### src/rtl/fibo_pkg.sv
// rtl/fibo_pkg.sv - shared ALU opcodes, state encoding and seed value for the Fibonacci engine
package fibo_pkg;

  localparam logic [2:0] ALU_PASS   = 3'b001;
  localparam logic [2:0] ALU_ADD    = 3'b110;
  localparam int         SEED_VALUE = 1;

  typedef enum logic [2:0] {
    IDLE  = 3'd0,
    SEED0 = 3'd1,
    SEED3 = 3'd2,
    ADD   = 3'd3,
    DONE  = 3'd4
  } state_t;

endpackage

### src/rtl/fibo_controller.sv
// rtl/fibo_controller.sv - control FSM sequencing seed writes and rotating ADD steps for the Fibonacci datapath
module fibo_controller
  import fibo_pkg::*;
#(
  parameter int size = 4
) (
  input  logic            clk,
  input  logic            rst_n,
  input  logic            start,
  input  logic [size-1:0] n,
  output logic            busy,
  output logic            done,
  output logic [1:0]      wrt_addr,
  output logic            wrt_en,
  output logic            load_data,
  output logic [1:0]      rd_addr1,
  output logic [1:0]      rd_addr2,
  output logic [2:0]      alu_opcode,
  output logic [size-1:0] count
);

  localparam logic [size-1:0] ONE  = size'(1);
  localparam logic [size-1:0] SEED = size'(SEED_VALUE);

  state_t          state, state_nxt;
  logic [1:0]      ptr;
  logic [1:0]      res_addr;
  logic [size-1:0] iter;
  logic [size-1:0] n_r;
  logic            last_add;

  assign last_add = (iter == n_r - ONE);
  assign busy     = (state != IDLE);

  always_ff @(posedge clk or negedge rst_n) begin
    if (!rst_n) begin
      state    <= IDLE;
      ptr      <= 2'd0;
      iter     <= '0;
      n_r      <= '0;
      res_addr <= 2'd0;
    end else begin
      state <= state_nxt;
      case (state)
        IDLE: begin
          if (start) begin
            n_r  <= n;
            ptr  <= 2'd0;
            iter <= '0;
          end
        end
        SEED3: begin
          if (n_r == '0) res_addr <= ptr;
        end
        ADD: begin
          ptr  <= ptr + 2'd1;
          iter <= iter + ONE;
          // res_addr must already hold the last written slot while in DONE
          if (last_add) res_addr <= ptr + 2'd1;
        end
        default: ;
      endcase
    end
  end

  always_comb begin
    state_nxt  = state;
    wrt_en     = 1'b0;
    load_data  = 1'b0;
    wrt_addr   = 2'd0;
    rd_addr1   = res_addr;
    rd_addr2   = res_addr;
    alu_opcode = ALU_PASS;
    count      = '0;
    done       = 1'b0;
    case (state)
      IDLE: begin
        if (start) state_nxt = SEED0;
      end
      SEED0: begin
        wrt_en    = 1'b1;
        load_data = 1'b1;
        wrt_addr  = 2'd0;
        count     = SEED;
        rd_addr1  = 2'd0;
        rd_addr2  = 2'd0;
        state_nxt = SEED3;
      end
      SEED3: begin
        wrt_en    = 1'b1;
        load_data = 1'b1;
        wrt_addr  = 2'd3;
        count     = SEED;
        rd_addr1  = 2'd0;
        rd_addr2  = 2'd0;
        state_nxt = (n_r != '0) ? ADD : DONE;
      end
      ADD: begin
        wrt_en     = 1'b1;
        alu_opcode = ALU_ADD;
        wrt_addr   = ptr + 2'd1;
        rd_addr1   = ptr;
        rd_addr2   = ptr - 2'd1;
        state_nxt  = last_add ? DONE : ADD;
      end
      DONE: begin
        done      = 1'b1;
        state_nxt = IDLE;
      end
      default: state_nxt = IDLE;
    endcase
  end

endmodule

### config.mk
export PLATFORM = sky130hd
export DESIGN_NAME = fibo_controller
export DESIGN_NICKNAME = d
export VERILOG_FILES = /design/src/rtl/fibo_pkg.sv /design/src/rtl/fibo_controller.sv
export SDC_FILE = /design/constraint.sdc
export NUM_CORES = 1
export LEC_CHECK = 0
export ABC_AREA = 0
export ABC_CLOCK_PERIOD_IN_PS = 2600
export BUFFER_PORTS_ARGS = -buffer_cell sky130_fd_sc_hd__buf_2
export CORE_MARGIN = 2
export CORE_UTILIZATION = 45
export DETAILED_ROUTE_END_ITERATION = 12
export PLACE_DENSITY = 0.7
export SETUP_SLACK_MARGIN = 0.5
export SYNTH_ARGS = -nofsm -noshare
export SYNTH_HDL_FRONTEND = slang
export SYNTH_SLANG_ARGS = --single-unit
### constraint.sdc
create_clock -name clk -period 2.6 [get_ports clk]
set_clock_uncertainty 0.15 [all_clocks]
set_input_delay 0.26 -clock clk [delete_from_list [all_inputs] [get_ports clk]]
set_output_delay 0.26 -clock clk [all_outputs]
set_load 0.01 [all_outputs]
==> results.toml <==
[outcome]
outcome = "finished clean"

[power]
leakage_nw = 0.537
p_per_area_nw_per_um2 = 1350
vdd_drop_max_v = 0.000746

[place]
port_buffers = 20
place_area_sq_um = 1010
dpl_worst_slack_ns = 0.518
place_hpwl_um = 1340
gp_congestion = 0.803

[cts]
clk_pin_slew_ns = 0.09
clock_latency_ns = 0.27
clockBufferDepth = 2
htree_levels = 1
clock_sinks = 15
tritoncts = "yes"
cts_buffers = 3
cts_root_buf = "clkbuf_4"

[floorplanning]
initial_core_util_pct = 47.0
dieArea_sq_um = 2410
die_x_um = 49.1
io_pins = 24
core_area_sq_um = 1940
die_h_um = 49.1
rows = 16

[timing]
finalHoldViolCount = 0
setup_tns_ns = 0
finalSetupViolCount = 0
final_max_slew_viol_count = 0
fin_crit_sh_pct = 76.3
max_freq_ghz = 0.504
rsz0062_at_grt = "false"
min_period_ns = 1.98
setup_slack_ns = 0.617

[logic_synthesis]
synth.distinct_cells = 28
syn_area_per_cell_sq_um = 9.13
ys_ff_latch = 15
syn_area_sq_um = 913
yosys.area.top_type = "dfrtp_1"
synth_top_cell_area_share_pct = 41.1
ys_seq_area_share_pct = 41.1
ys_top_cells_by_area = "dfrtp_1 (41%), o21ai_0 (6.6%), ha_1 (5.5%)"
syn_inst = 100
synthesis.yosys.warnings = 0

[cells_and_area]
diodes = 0
layout_commonest_cell = "buf_2"
final_cell_mix = "buf_2 (20), nand2_1 (13), o21ai_0 (12), dfrtp_1 (12), nor2_1 (10)"
syn2layout_area_growth_pct = 16.6
nNetsFinal = 134
drive_above_1_share_pct = 27.9
fin_area_sq_um = 1060

[detailed_routing]
dr.pass1.iters = 4
wl_met3_um = 108
routedWlPerCell_um = 11.6
m1WireLength_um = 786
drtIter0Drc = 13
drc = 0
vias = 744
highest_layer = "met4"
wl_met2_um = 819
vias_per_cell = 4.99
wirelength_um = 1720
ant_nets = 0

[worst_setup_path]
slowest_stage = "dfrtp_2"
cp.arrival_ns = 1.57
cp_top_family = "flip-flops"
critical_path_class = "register to primary output"
critPathRequiredTime_ns = 2.19
critPathMaxStageDelay_ns = 0.45
crit_fanout = 9
cp.buffers_inverters = 3
cp-start-kind = "register"
crit_chain = "nand3b_1, inv_2, ha_1, inv_1, a21oi_1, buf_2"
endpoint_kind = "primary output"

[grt]
grt_pass1_vias = 683
grt_overflow = 0
grtUsageTotal_pct = 16.3
grt_pass1_wl_um = 3040
grt_max_degree = 16
antenna_found_initial = 0

[flow_run]
maxCapViolations = 0

[hold_path]
min_path_type = "primary input to register"
sequential cells by signal (all words and copies together) (netlist names):
signal and flops:
iter 4, n_r 4, ptr 2, res_addr 2
state 3
final timing paths:
kind,from,end,slack [ns],depth (start not counted)
worst max register to register,n_r[0],res_addr[1],0.68,6
worst min-delay path,n[1],n_r[1],0.03,3
min in group asynchronous,rst_n,res_addr[0],0.27,2
worst min register to register,state[2],state[1],0.37,1
worst max-delay path,state[2],wrt_addr[0],0.62,6
max in group asynchronous,rst_n,state[1],1.76,2
logic make-up (layout without fill, tap and decap cells):
group                      count (synthesis)  in the layout  synth area share (%)
and+or+nand+nor                           33             33                  17.0
AOI/OAI and AO/OA                         18             18                  12.7
buffers and inverters                     17             37                  9.45
DFF                                       15             15                  41.1
xor gates and xnor gates                   8              8                  9.18
adders and majority gates                  4              4                  5.48
muxes                                      4              4                  4.66
other                                      1              3                 0.411
power breakdown:
| group | switching, W | leakage, nW | internal [W] |
|---|---|---|---|
| Combinational | 0.000457 | 0.344 | 0.000385 |
| Sequential | 0.000116 | 0.178 | 0.000345 |
| Clock | 0.0000701 | 0.0150 | 0.0000594 |
through the flow:
step	power, W	utilization [%]	std cells	hold WS [ns]
after floorplan	0.00107	-	102	-0.186
after global placement	0.00125	52.0	142	0.0332
after detailed placement	0.00128	52.0	142	0.0357
after CTS	0.00145	54.6	149	0.0294
after global routing	0.00159	54.8	149	0.0306
final	0.00143	54.8	149	0.0336
metal layers:
metal | up-vias | global-route usage (%)
met3 | 2 | 3.07
met4 | 0 | 5.71
met2 | 28 | 26.7
met1 | 346 | 21.6
met5 | - | 0
li1 | 368 | -
final cells by class:
cell class                 instances  area (sq um)
clock buffer                       4          26.3
fill                             197           877
inverter                           9          33.8
multi-input combinational         70           459
sequential                        15           379
tap                               27          33.8
timing repair buffer              24           133
Yosys cell counts:
cell	n
xor2_1	4
nor3_1	1
buf_2	3
nand3_2	1
and2_1	1
inv_1	9
nand2b_1	1
nand3_1	1
nor4b_1	1
o31ai_1	1
nand2_1	13
conb_1	1
mux2i_1	2
xnor2_1	3
a311oi_1	1
nand4_1	1
nor2_1	10
nand3b_1	2
buf_4	5
o32a_4	1
xnor3_1	1
ha_1	4
a21oi_1	2
mux2_2	2
or3_1	1
o21bai_1	1
dfrtp_1	15
o21ai_0	12
timing repair:
| item | in CTS | in global routing |
|---|---|---|
| gates resized for setup | 1 | 3 |
| pin swaps | 0 | 0 |
| setup endpoints to repair | 3 | 1 |
| hold endpoints to repair | 15 | 0 |
| buffers inserted | 2 | 0 |
| cloned | 0 | 0 |
| hold buffers | 1 | 0 |
worst min-delay path, cell delays in order:
cell	delay, ns
buf_2	0.07
nand2_1	0.03
o21ai_0	0.06
(Power assumes the default switching activity.)
